--- src/rtl/conv1_pkg.sv ---
// Shared constants, kernel weights, FSM encoding and arithmetic helpers for the
// first MNIST convolution layer.
package conv1_pkg;

  localparam int IMG_W   = 28;
  localparam int OUT_DIM = 26;
  localparam int K       = 3;
  localparam int N_CH    = 3;
  localparam int CH_SIZE = 676;
  localparam int TAPS    = 9;
  localparam int ACC_W   = 16;
  localparam int WGT_W   = 5;

  typedef enum logic [2:0] {
    ST_IDLE  = 3'd0,
    ST_READ  = 3'd1,
    ST_TAIL  = 3'd2,
    ST_WRITE = 3'd3,
    ST_DONE  = 3'd4
  } state_t;

  // Row-major 3x3 kernels; 5 bits wide because the Laplacian centre (+8) does not fit 4-bit signed.
  localparam logic signed [WGT_W-1:0] W [N_CH][TAPS] = '{
    '{ 5'sd1,  5'sd1,  5'sd1,  5'sd1,  5'sd1,  5'sd1,  5'sd1,  5'sd1,  5'sd1},
    '{ 5'sd0,  5'sd0,  5'sd0,  5'sd0,  5'sd1,  5'sd0,  5'sd0,  5'sd0,  5'sd0},
    '{-5'sd1, -5'sd1, -5'sd1, -5'sd1,  5'sd8, -5'sd1, -5'sd1, -5'sd1, -5'sd1}
  };

  function automatic logic [11:0] relu_sat(input logic signed [ACC_W-1:0] acc);
    logic [11:0] res;
    if (acc < 16'sd0) begin
      res = 12'd0;
    end else if (acc > 16'sd4095) begin
      res = 12'd4095;
    end else begin
      res = acc[11:0];
    end
    return res;
  endfunction

  function automatic logic [9:0] rom_addr(input logic [4:0] row, input logic [4:0] col,
                                          input logic [3:0] tap, input logic [9:0] pitch);
    logic [9:0] ky;
    logic [9:0] kx;
    if (tap >= 4'd6) begin
      ky = 10'd2;
    end else if (tap >= 4'd3) begin
      ky = 10'd1;
    end else begin
      ky = 10'd0;
    end
    kx = 10'(tap) - 10'd3 * ky;
    return (10'(row) + ky) * pitch + 10'(col) + kx;
  endfunction

endpackage

--- src/rtl/conv1_acc.sv ---
// Three parallel multiply-accumulate channels plus the ReLU/saturate output mux
// for one output pixel.
module conv1_acc (
  input  logic        clk,
  input  logic        rst,
  input  logic        clear,
  input  logic        enable,
  input  logic [7:0]  pixel,
  input  logic [3:0]  tap,
  input  logic [1:0]  sel,
  output logic [11:0] result
);
  import conv1_pkg::*;

  logic signed [ACC_W-1:0] acc_r [N_CH];
  logic signed [ACC_W-1:0] sum_s [N_CH];
  logic signed [ACC_W-1:0] pix_s;

  // Sum includes the tap arriving this cycle so the last tap's total is usable immediately.
  always_comb begin
    sum_s = '{default: {ACC_W{1'b0}}};
    pix_s = $signed({8'd0, pixel});
    for (int ch = 0; ch < N_CH; ch++) begin
      if (enable) begin
        sum_s[ch] = acc_r[ch] + pix_s *
                    $signed({{(ACC_W-WGT_W){W[ch][tap][WGT_W-1]}}, W[ch][tap]});
      end else begin
        sum_s[ch] = acc_r[ch];
      end
    end
    case (sel)
      2'd0:    result = relu_sat(sum_s[0]);
      2'd1:    result = relu_sat(sum_s[1]);
      2'd2:    result = relu_sat(sum_s[2]);
      default: result = 12'd0;
    endcase
  end

  // Accumulator registers, cleared once per output pixel.
  always_ff @(posedge clk) begin
    for (int ch = 0; ch < N_CH; ch++) begin
      if (rst || clear) begin
        acc_r[ch] <= {ACC_W{1'b0}};
      end else begin
        acc_r[ch] <= sum_s[ch];
      end
    end
  end

endmodule

--- src/rtl/conv1_core.sv ---
// 3x3 valid convolution over a 28x28 image for three fixed kernels: FSM, raster
// counters and ROM/RAM address generation around the conv1_acc datapath.
module conv1_core #(
  parameter int IMG_W  = conv1_pkg::IMG_W,
  parameter int K      = conv1_pkg::K,
  parameter int N_CH   = conv1_pkg::N_CH,
  parameter int DIN_W  = 8,
  parameter int DOUT_W = 12
) (
  input  logic              clk,
  input  logic              rst,
  input  logic              upstream_busy,
  input  logic [DIN_W-1:0]  data_in,
  output logic [9:0]        raddr,
  output logic              ren,
  output logic [10:0]       waddr,
  output logic              wen,
  output logic [DOUT_W-1:0] data_out
);
  import conv1_pkg::*;

  localparam logic [3:0]  LAST_TAP  = 4'(K * K - 1);
  localparam logic [1:0]  LAST_CH   = 2'(N_CH - 1);
  localparam logic [4:0]  LAST_POS  = 5'(OUT_DIM - 1);
  localparam logic [9:0]  ROW_PITCH = 10'(IMG_W);
  localparam logic [10:0] OUT_PITCH = 11'(OUT_DIM);
  localparam logic [10:0] CH_STEP   = 11'(CH_SIZE);

  state_t      state_r;
  logic [4:0]  row_r;
  logic [4:0]  col_r;
  logic [3:0]  tap_r;
  logic [3:0]  data_tap_r;
  logic [1:0]  ch_r;
  logic [1:0]  sel_s;
  logic        rvalid_r;
  logic        clear_s;
  logic [11:0] result_s;

  conv1_acc u_acc (
    .clk    (clk),
    .rst    (rst),
    .clear  (clear_s),
    .enable (rvalid_r),
    .pixel  (data_in),
    .tap    (data_tap_r),
    .sel    (sel_s),
    .result (result_s)
  );

  // Clear on the first tap of a pixel; select the channel being written on the next edge.
  always_comb begin
    clear_s = 1'b0;
    sel_s   = 2'd0;
    case (state_r)
      ST_READ:  clear_s = (tap_r == 4'd0);
      ST_TAIL:  sel_s   = 2'd0;
      ST_WRITE: sel_s   = ch_r + 2'd1;
      default: begin
        clear_s = 1'b0;
        sel_s   = 2'd0;
      end
    endcase
  end

  // ROM data lags the request by one cycle; remember which tap it belongs to.
  always_ff @(posedge clk) begin
    if (rst) begin
      rvalid_r   <= 1'b0;
      data_tap_r <= 4'd0;
    end else begin
      rvalid_r   <= ren;
      data_tap_r <= tap_r;
    end
  end

  // Main sequencer: raster walk over output pixels with registered ROM/RAM strobes.
  always_ff @(posedge clk) begin
    if (rst) begin
      state_r  <= ST_IDLE;
      row_r    <= 5'd0;
      col_r    <= 5'd0;
      tap_r    <= 4'd0;
      ch_r     <= 2'd0;
      ren      <= 1'b0;
      raddr    <= 10'd0;
      wen      <= 1'b0;
      waddr    <= 11'd0;
      data_out <= {DOUT_W{1'b0}};
    end else begin
      case (state_r)
        ST_IDLE: begin
          wen <= 1'b0;
          if (!upstream_busy) begin
            state_r <= ST_READ;
            row_r   <= 5'd0;
            col_r   <= 5'd0;
            tap_r   <= 4'd0;
            ren     <= 1'b1;
            raddr   <= 10'd0;
          end else begin
            ren <= 1'b0;
          end
        end
        ST_READ: begin
          if (tap_r == LAST_TAP) begin
            state_r <= ST_TAIL;
            ren     <= 1'b0;
          end else begin
            tap_r <= tap_r + 4'd1;
            ren   <= 1'b1;
            raddr <= rom_addr(row_r, col_r, tap_r + 4'd1, ROW_PITCH);
          end
        end
        ST_TAIL: begin
          state_r  <= ST_WRITE;
          ch_r     <= 2'd0;
          wen      <= 1'b1;
          waddr    <= 11'(row_r) * OUT_PITCH + 11'(col_r);
          data_out <= result_s;
        end
        ST_WRITE: begin
          if (ch_r == LAST_CH) begin
            wen <= 1'b0;
            if (row_r == LAST_POS && col_r == LAST_POS) begin
              state_r <= ST_DONE;
            end else begin
              state_r <= ST_READ;
              tap_r   <= 4'd0;
              ren     <= 1'b1;
              if (col_r == LAST_POS) begin
                col_r <= 5'd0;
                row_r <= row_r + 5'd1;
                raddr <= rom_addr(row_r + 5'd1, 5'd0, 4'd0, ROW_PITCH);
              end else begin
                col_r <= col_r + 5'd1;
                raddr <= rom_addr(row_r, col_r + 5'd1, 4'd0, ROW_PITCH);
              end
            end
          end else begin
            ch_r     <= ch_r + 2'd1;
            wen      <= 1'b1;
            waddr    <= waddr + CH_STEP;
            data_out <= result_s;
          end
        end
        ST_DONE: begin
          ren <= 1'b0;
          wen <= 1'b0;
        end
        default: begin
          state_r <= ST_IDLE;
          ren     <= 1'b0;
          wen     <= 1'b0;
        end
      endcase
    end
  end

endmodule

--- config.mk ---
export PLATFORM = sky130hd
export DESIGN_NAME = conv1_core
export DESIGN_NICKNAME = d
export VERILOG_FILES = /design/src/rtl/conv1_pkg.sv /design/src/rtl/conv1_acc.sv /design/src/rtl/conv1_core.sv
export SDC_FILE = /design/constraint.sdc
export NUM_CORES = 1
export LEC_CHECK = 0
export ABC_CLOCK_PERIOD_IN_PS = 8850
export CAP_MARGIN = 10
export CORE_ASPECT_RATIO = 1.1
export CORE_MARGIN = 2
export CORE_UTILIZATION = 60
export CTS_BUF_LIST = sky130_fd_sc_hd__clkbuf_4 sky130_fd_sc_hd__clkbuf_8 sky130_fd_sc_hd__clkbuf_16
export DETAILED_ROUTE_END_ITERATION = 10
export GPL_TIMING_DRIVEN = 0
export HOLD_SLACK_MARGIN = 0.12
export PLACE_DENSITY = 0.82
export SYNTH_ARGS = -nofsm -noshare
export SYNTH_HDL_FRONTEND = slang
export SYNTH_SLANG_ARGS = --single-unit
--- constraint.sdc ---
create_clock -name clk -period 8.85 [get_ports clk]
set_clock_uncertainty 0.15 [all_clocks]
set_input_delay 1.77 -clock clk [delete_from_list [all_inputs] [get_ports clk]]
set_output_delay 1.77 -clock clk [all_outputs]
set_load 0.05 [all_outputs]
==> flow_summary.toml, run 1 <==
[synth]
ys_seq_area_frac = 0.209
syn-num-nets = 1436
yosysWarnings = 0
synth_ff_type = "dfxtp_1"
synth_edf_count = 0
async_reset_ff_frac = 0
synth_cells = 1242
synth_cell_types = 84
syn_area_per_cell_um2 = 8.24
ys_seq_elements = 107
synth_area_um2 = 10200

[route]
wl_per_cell_um = 17.0
vias_per_cell = 6.02
drt-met1-wl_mm = 10.1
final_antenna_net_count = 0
vias = 9101
wirelength_mm = 25.6
wl_met3_mm = 1.23
drc = 0
drt_iter0_markers = 511
wl_met2_mm = 13.1
firstDrtPassIters = 5
highest_layer = "met4"

[clock_tree]
tritoncts = "built"
cts.sinks = 107
clk_pin_slew_ns = 0.08
cts_buffers = 9
cts-root-buf = "clkbuf_16"
post_cts_buffers = 0
clock_path_buffers = 2
cts-resized-gates = 0
htree_levels = 3
clk_latency_ns = 0.36
hold_buffers = 0

[place]
dpl.cell_count = 1495
place.gp.congestion = 0.926
dp_hpwl_mm = 20.1
port_buffers = 45
placed_area_um2 = 10900

[worst_hold_path]
hp-class = "register to register"

[critical_path]
worstSetupStartpointType = "input pin"
cp.arrival_ns = 8.26
crit_fanout = 10
critical_path_class = "input pin to register"
critPathBufInv = 5
cp_top_family = "compound AO/OA/AOI/OAI gates"
slowest_stage = "fa_1"
worstPathRequired_ns = 8.94
worst_path_largest_cell_delay_ns = 0.61
worstSetupEndpointType = "register"

[timing]
min_period_over_period = 0.924
min_period_ns = 8.17
setup-tns-final_ns = 0
finalHoldViolCount = 0
max_freq_ghz = 0.122
finalSetupViolCount = 0
slew_viol_final = 0
slew-limit-headroom = 0.125
grt_setup_unrepaired = "false"
worst_pin_slew_ns = 1.30

[layout]
drive_gt1_frac = 0.0522
multi_input_area_um2 = 7430
design_area_um2 = 11200
fillers = 1392
area_delta_synth_final_pct = 9.87
finalNonFillerCells = 1511
post-route-util = 0.666
layout.nets = 1492
final-seq-area_um2 = 2140
diodes = 0

[floorplan]
initial_core_util = 0.606
ioPinCount = 46
rows = 50
core_area_um2 = 16900
dieArea_um2 = 18100
die_y_um = 141
die_w_um = 129

[pwr]
power_leakage_nw = 5.08
ir_drop_uv = 116
powerDensity_nw_per_um2 = 150

[global_route]
grt_usage = 0.289
overflow = 0
grt_pass1_vias = 9024
antenna_found_initial = 0
grt_max_degree = 19
grt_pass1_wl_mm = 42.3

[flow_run]
drv_cap = 0

[run_status]
status = "completed"
layout by cell type, fill, tap and decap left out, types with 28 or more instances in the layout:
cell / instances
o21ai_0: 50
ha_1: 134
nor3_1: 28
xnor2_1: 50
nand2_1: 77
xor2_1: 33
dfxtp_1: 107
nor2_1: 161
clkdlybuf4s50_1: 45
a21oi_1: 91
a21o_1: 31
inv_1: 124
fa_1: 49
cell families (layout without fill, tap and decap cells):
| kind of cell | after synthesis | in the layout | share of synthesized area |
|---|---|---|---|
| multiplexers | 17 | 17 | 0.0171 |
| XOR/XNOR | 83 | 83 | 0.0710 |
| AND/OR/NAND/NOR | 377 | 377 | 0.174 |
| other | 1 | 1 | 0.000366 |
| flip-flops | 107 | 107 | 0.209 |
| buffers and inverters | 167 | 228 | 0.0644 |
| adder cells (fa/ha/maj) | 183 | 183 | 0.260 |
| AO/OA/AOI/OAI | 307 | 307 | 0.204 |
area by class of cell:
cell class                 count  share of cell area
tap                          208              0.0231
timing repair buffer          45              0.0401
clock buffer                  12              0.0231
sequential                   107               0.191
buffer                        40              0.0162
inverter                     127              0.0424
multi-input combinational    968               0.661
clock inverter                 4             0.00345
state kept, by name, indices dropped and copies added, names as in the netlist:
name	flops
u_acc.acc_r	48
raddr	10
data_out	12
state_r	3
wen	1
data_tap_r	4
ren	1
col_r	5
row_r	5
waddr	11
tap_r	4
ch_r	2
rvalid_r	1
worst min-delay path, stage by stage (launching register included):
cell and delay [ns]:
dfxtp_1 0.33, nand2_1 0.06, a21oi_1 0.05
synth_stat cells (8+ instances only):
master	instances	area share
nor2_1	161	0.059
ha_1	134	0.16
inv_1	124	0.045
dfxtp_1	107	0.21
a21oi_1	91	0.045
nand2_1	77	0.028
o21ai_0	50	0.024
xnor2_1	50	0.043
fa_1	49	0.096
xor2_1	33	0.028
a21o_1	31	0.023
nor3_1	28	0.014
clkbuf_1	27	0.0099
a211oi_1	19	0.014
nor2b_1	18	0.011
nand3_1	16	0.0078
mux2i_1	15	0.015
and3_1	13	0.0079
o21a_1	12	0.0088
and2_1	11	0.0067
o211ai_2	10	0.012
o21ai_1	10	0.0049
o211ai_1	9	0.0066
or3_1	8	0.0049
layer usage:
layer  vias to the layer above  global-route usage
li1                       4404                   -
met1                      4320               0.333
met2                       301               0.531
met3                        76              0.0330
met4                         0               0.137
met5                         -                   0
power by group:
group / internal [mW] / total [mW] / switching [mW]
registers: 0.498 / 0.510 / 0.0120
logic: 0.322 / 0.767 / 0.445
clock network: 0.215 / 0.413 / 0.198
total: 1.03 / 1.69 / 0.655
per-stage QoR:
step	hold WS [ns]	setup slack (ns)	power (mW)
final	0.328	0.675	1.69
after global routing	0.350	0.278	1.79
after CTS	0.318	0.727	1.68
after detailed placement	0.308	0.380	1.27
after global placement	0.298	0.480	1.26
after floorplan	0.290	1.67	1.11
final timing paths:
| path | from | to | slack, ns | cells after the start |
|---|---|---|---|---|
| setup reg to reg | data_tap_r[3] | data_out[8] | 1.31 | 28 |
| setup / recovery | data_in[2] | data_out[8] | 0.68 | 27 |
| hold / removal | ch_r[1] | ch_r[1] | 0.33 | 2 |
| hold reg to reg | ch_r[1] | ch_r[1] | 0.33 | 2 |
Note: power is estimated with default switching activity, not from simulation.
==> run 2: changes to the inputs <==
Settings changed: SLEW_MARGIN set to 15.
==> run 2 against run 1 <==
Compared with the run above: utilization barely moved; critical path type unchanged; non-clock buffer count did not move; fmax barely moved; first-iteration DRC count rose by 0.20%; global-route usage did not move; largest cell class unchanged.
==> flow_summary.toml, run 2 (synthesis gave the netlist of run 1 again) <==
[layout]
drive_gt1_frac = 0.0530
final_common_cell = "nor2_1"
finalNonFillerCells = 1511
layout.nets = 1492
reg.largest.list = "u_acc.acc_r x48, data_out x12, waddr x11"
fillers = 1391
post-route-util = 0.666
diodes = 0
multi_input_area_um2 = 7440
area_delta_synth_final_pct = 9.92
final-seq-area_um2 = 2140
design_area_um2 = 11200
top_register = "u_acc.acc_r"
largest_reg_flops = 48
layout_common_cells = "nor2_1 (161), ha_1 (134), inv_1 (124)"

[timing]
slew_viol_final = 0
min_period_ns = 8.18
slew-limit-headroom = 0.483
finalSetupViolCount = 0
grt_setup_unrepaired = "false"
min_period_over_period = 0.924
max_freq_ghz = 0.122
worst_pin_slew_ns = 0.776
finalHoldViolCount = 0
setup-tns-final_ns = 0

[place]
dp_hpwl_mm = 20.1
port_buffers = 45
place.gp.congestion = 0.926
dpl.cell_count = 1495
placed_area_um2 = 10900

[critical_path]
cp_top_family = "compound AO/OA/AOI/OAI gates"
worstSetupStartpointType = "input pin"
critPathBufInv = 5
worstPathRequired_ns = 8.94
worstSetupEndpointType = "register"
crit_fanout = 10
slowest_stage = "fa_1"
critical_path_class = "input pin to register"
worst_path_largest_cell_delay_ns = 0.61
cp.arrival_ns = 8.27

[clock_tree]
cts-resized-gates = 0
post_cts_buffers = 0
cts.sinks = 107
clock_path_buffers = 2
htree_levels = 3
clk_pin_slew_ns = 0.08
clk_latency_ns = 0.37
tritoncts = "built"
cts_buffers = 9
cts-root-buf = "clkbuf_16"
hold_buffers = 0

[global_route]
grt_max_degree = 19
grt_pass1_wl_mm = 42.3
overflow = 0
grt_pass1_vias = 9024
grt_usage = 0.289
antenna_found_initial = 0

[pwr]
swShare = 0.387
p_seq_frac = 0.302
power_leakage_nw = 5.08
p_int_mw = 1.03
power.switching_mw = 0.655
powerDensity_nw_per_um2 = 150
ir_drop_uv = 114
clkPwrFrac = 0.245
p_comb_frac = 0.453

[route]
firstDrtPassIters = 5
vias = 9055
wl_per_cell_um = 17.0
wirelength_mm = 25.6
final_antenna_net_count = 0
drt_iter0_markers = 512
vias_per_cell = 5.99
drc = 0

[floorplan]
die_w_um = 129
dieArea_um2 = 18100
core_area_um2 = 16900
die_y_um = 141
ioPinCount = 46
initial_core_util = 0.606
rows = 50

[flow_run]
drv_cap = 0

[run_status]
status = "completed"

[worst_hold_path]
hp-class = "register to register"
[run 2: cell counts in the layout (fill, tap and decap cells not counted)]
No cell type changed its count.
[run 2: path summary, 6_finish.rpt]
check,start,to,slack [ns],cells past startpoint
min,ch_r[1],ch_r[1],0.33,2
max reg2reg,data_tap_r[3],data_out[8],1.31,28
max,data_in[2],data_out[8],0.67,27
min reg2reg,ch_r[1],ch_r[1],0.33,2
[run 2: per-stage QoR]
step / hold slack, ns / setup WS, ns / total power [mW]
2_1_floorplan: 0.290 / 1.67 / 1.11
4_1_cts: 0.318 / 0.727 / 1.68
3_5_place_dp: 0.308 / 0.380 / 1.27
5_1_grt: 0.350 / 0.278 / 1.79
3_3_place_gp: 0.298 / 0.480 / 1.26
6_report: 0.327 / 0.675 / 1.69
[run 2: routing by layer]
| metal | GRT usage | wire [um] |
|---|---|---|
| met1 | 0.333 | 10200 |
| met5 | 0 | 0 |
| met4 | 0.137 | 1030 |
| met2 | 0.531 | 13200 |
| met3 | 0.0330 | 1170 |
[run 2: layout make-up]
class / instances / share of cell area
Inverter: 127 / 0.0424
Buffer: 40 / 0.0162
Clock inverter: 4 / 0.00345
Multi-Input combinational cell: 968 / 0.661
Sequential cell: 107 / 0.190
Clock buffer: 12 / 0.0231
Tap cell: 208 / 0.0231
Timing Repair Buffer: 45 / 0.0400
[run 2: power by group through the flow]
| stage | registers [mW] | logic [mW] | clock network (mW) |
|---|---|---|---|
| finish | 0.510 | 0.766 | 0.413 |
| global route | 0.511 | 0.851 | 0.431 |
| CTS | 0.510 | 0.757 | 0.412 |
| detailed placement | 0.521 | 0.751 | 0 |
| global placement | 0.520 | 0.735 | 0 |
| floorplan | 0.531 | 0.579 | 0 |
[run 2: worst min-delay path, delay by kind of cell, from the launching register on]
kind               cells  cell delay [ns]
DFF                    1             0.33
and+or+nand+nor        1             0.06
AOI/OAI and AO/OA      1             0.05
==> run 3: changes to the inputs <==
Settings changed: ABC_AREA set to 1, MAX_ROUTING_LAYER set to met4, RECOVER_POWER set to 25.
==> run 3 against run 2 <==
Compared with the run above: global-route usage is 1.3 points higher; flip-flop and latch count unchanged; fmax grew 7.3%; first-iteration DRC count increased by 19%; non-clock buffer count decreased by 6; register-to-register slack gained 0.36 ns; combinational power grew to 4.0 times the previous value; final cell count rose by 20%; die area increased by 3.6%; synthesized cell count up 22%; sequential share of layout area shrank 0.69 points; via count rose by 6.9%; largest power group unchanged; highest routed layer unchanged.
==> flow_summary.toml, run 3 <==
[run_status]
status = "completed"

[pwr]
powerDensity_nw_per_um2 = 358
power_leakage_nw = 6.09
ir_drop_uv = 725

[layout]
area_delta_synth_final_pct = 9.92
fillers = 1550
diodes = 0
design_area_um2 = 11700
top_register = "u_acc.acc_r"
largest_reg_flops = 48
layout.nets = 1762
drive_gt1_frac = 0.0521
final_common_cell = "nand2_1"
reg.largest.list = "u_acc.acc_r x48, data_out x12, waddr x11"
multi_input_area_um2 = 7280
final-seq-area_um2 = 2140
layout_common_cells = "nand2_1 (383), inv_1 (237), nor2_1 (147)"

[clock_tree]
tritoncts = "built"
cts-root-buf = "clkbuf_16"
cts_buffers = 9
clk_latency_ns = 0.37
clock_path_buffers = 2
htree_levels = 3
cts-resized-gates = 0
clk_pin_slew_ns = 0.08
post_cts_buffers = 0
cts.sinks = 107
hold_buffers = 0

[synth]
synth_cell_types = 51
synth_edf_count = 0
yosysWarnings = 0
ys_seq_elements = 107
synth_commonest_cells = "nand2_1 (383), inv_1 (236), nor2_1 (147), ha_1 (134), dfxtp_1 (107)"
synth_cells = 1513
synth.most_common_cell = "nand2_1"
synth_top_cell_by_area = "dfxtp_1"
synth_area_um2 = 10600
ys_seq_area_frac = 0.202
syn-num-nets = 1707
synth_ff_type = "dfxtp_1"
netlist_top_cells_area = "dfxtp_1 (20%), ha_1 (16%), nand2_1 (14%), fa_1 (9.2%), inv_1 (8.3%)"
syn_area_per_cell_um2 = 7.02
yosysTopAreaCellShare = 0.202
async_reset_ff_frac = 0

[critical_path]
cp_common_cell = "nand2_1"
slowest_stage = "clkdlybuf4s50_1"
cp.arrival_ns = 7.77
worstPathRequired_ns = 9.01
worst_path_largest_cell_delay_ns = 0.54
worstSetupStartpointType = "input pin"
critical_path_class = "input pin to register"
crit_fanout = 10
worstSetupEndpointType = "register"

[global_route]
grt_pass1_wl_mm = 43.3
antenna_found_initial = 0
grt_max_degree = 19
grt_pass1_vias = 9511
overflow = 0
grt_usage = 0.303

[floorplan]
core_area_um2 = 17500
ioPinCount = 46
die_y_um = 144
rows = 51
dieArea_um2 = 18800
die_w_um = 131
initial_core_util = 0.605

[timing]
min_period_over_period = 0.861
finalHoldViolCount = 0
setup-tns-final_ns = 0
worst_pin_slew_ns = 1.18
finalSetupViolCount = 0
min_period_ns = 7.62
max_freq_ghz = 0.131
slew-limit-headroom = 0.207
grt_setup_unrepaired = "false"
slew_viol_final = 0

[flow_run]
drv_cap = 0

[route]
wirelength_mm = 26.3
drc = 0
vias = 9682
drt_iter0_markers = 607
vias_per_cell = 5.35
wl_per_cell_um = 14.5
final_antenna_net_count = 0
firstDrtPassIters = 5

[worst_hold_path]
hp-class = "register to register"

[place]
placed_area_um2 = 11400
port_buffers = 44
place.gp.congestion = 0.936
dp_hpwl_mm = 21.1
run 3: cell count changes after synthesis, sizes merged, moves of 19 or more:
| cell | delta |
|---|---|
| nor3 | -19 |
| nand2 | +314 |
| nand3 | +45 |
| a21o | -34 |
| inv | +116 |
| xnor2 | -33 |
run 3: through the flow:
step,instances,util,worst slack [ns],hold slack [ns],power [mW]
CTS,1811,0.666,1.25,0.322,4.17
floorplan,1513,-,2.19,0.308,3.02
global route,1811,0.665,0.692,0.344,4.63
finish,1811,0.665,1.23,0.318,4.18
global placement,1795,0.647,0.945,0.305,3.59
detailed placement,1795,0.647,0.879,0.310,3.69
run 3: path summary, 6_finish.rpt:
| path | slack, ns | startpoint | endpoint | cells after the start |
|---|---|---|---|---|
| setup / recovery | 1.23 | data_in[3] | data_out[8] | 34 |
| hold / removal | 0.32 | wen | wen | 2 |
| setup reg to reg | 1.67 | data_tap_r[2] | data_out[8] | 35 |
| hold reg to reg | 0.32 | wen | wen | 2 |
run 3: cell families (layout without fill, tap and decap cells):
family,after synthesis,after routing,share of synthesized area
multiplexers,18,18,0.0170
flip-flops,107,107,0.202
XOR/XNOR,56,56,0.0462
other,1,1,0.000353
adder cells (fa/ha/maj),183,183,0.250
buffers and inverters,285,345,0.112
AO/OA/AOI/OAI,210,210,0.112
AND/OR/NAND/NOR,653,653,0.261
run 3: worst max-delay path, delay by kind of cell:
family	cells	cell delay, ns
XOR/XNOR	1	0.30
adder cells (fa/ha/maj)	5	2.20
AND/OR/NAND/NOR	13	1.28
buffers and inverters	6	1.06
AO/OA/AOI/OAI	9	1.15
run 3: layer usage:
metal  share of wire  global-route usage  vias to the layer above
met1            0.42               0.337                     4500
met5               0                   -                        -
met4           0.040               0.132                        0
met2            0.51               0.541                      208
met3           0.037              0.0376                       64
li1                -                   -                     4910
run 3: power by group:
part / internal [mW] / total, mW / leakage (nW) / switching [mW]
combinational: 1.14 / 3.04 / 5.06 / 1.90
clock: 0.260 / 0.467 / 0.161 / 0.207
sequential: 0.571 / 0.673 / 0.869 / 0.102
run 3: cell type report:
type	instances	area share
Timing Repair Buffer	44	0.0377
Tap cell	238	0.0255
Buffer	35	0.0204
Inverter	250	0.0804
Sequential cell	107	0.184
Clock buffer	10	0.0205
Multi-Input combinational cell	1121	0.624
Clock inverter	6	0.00826
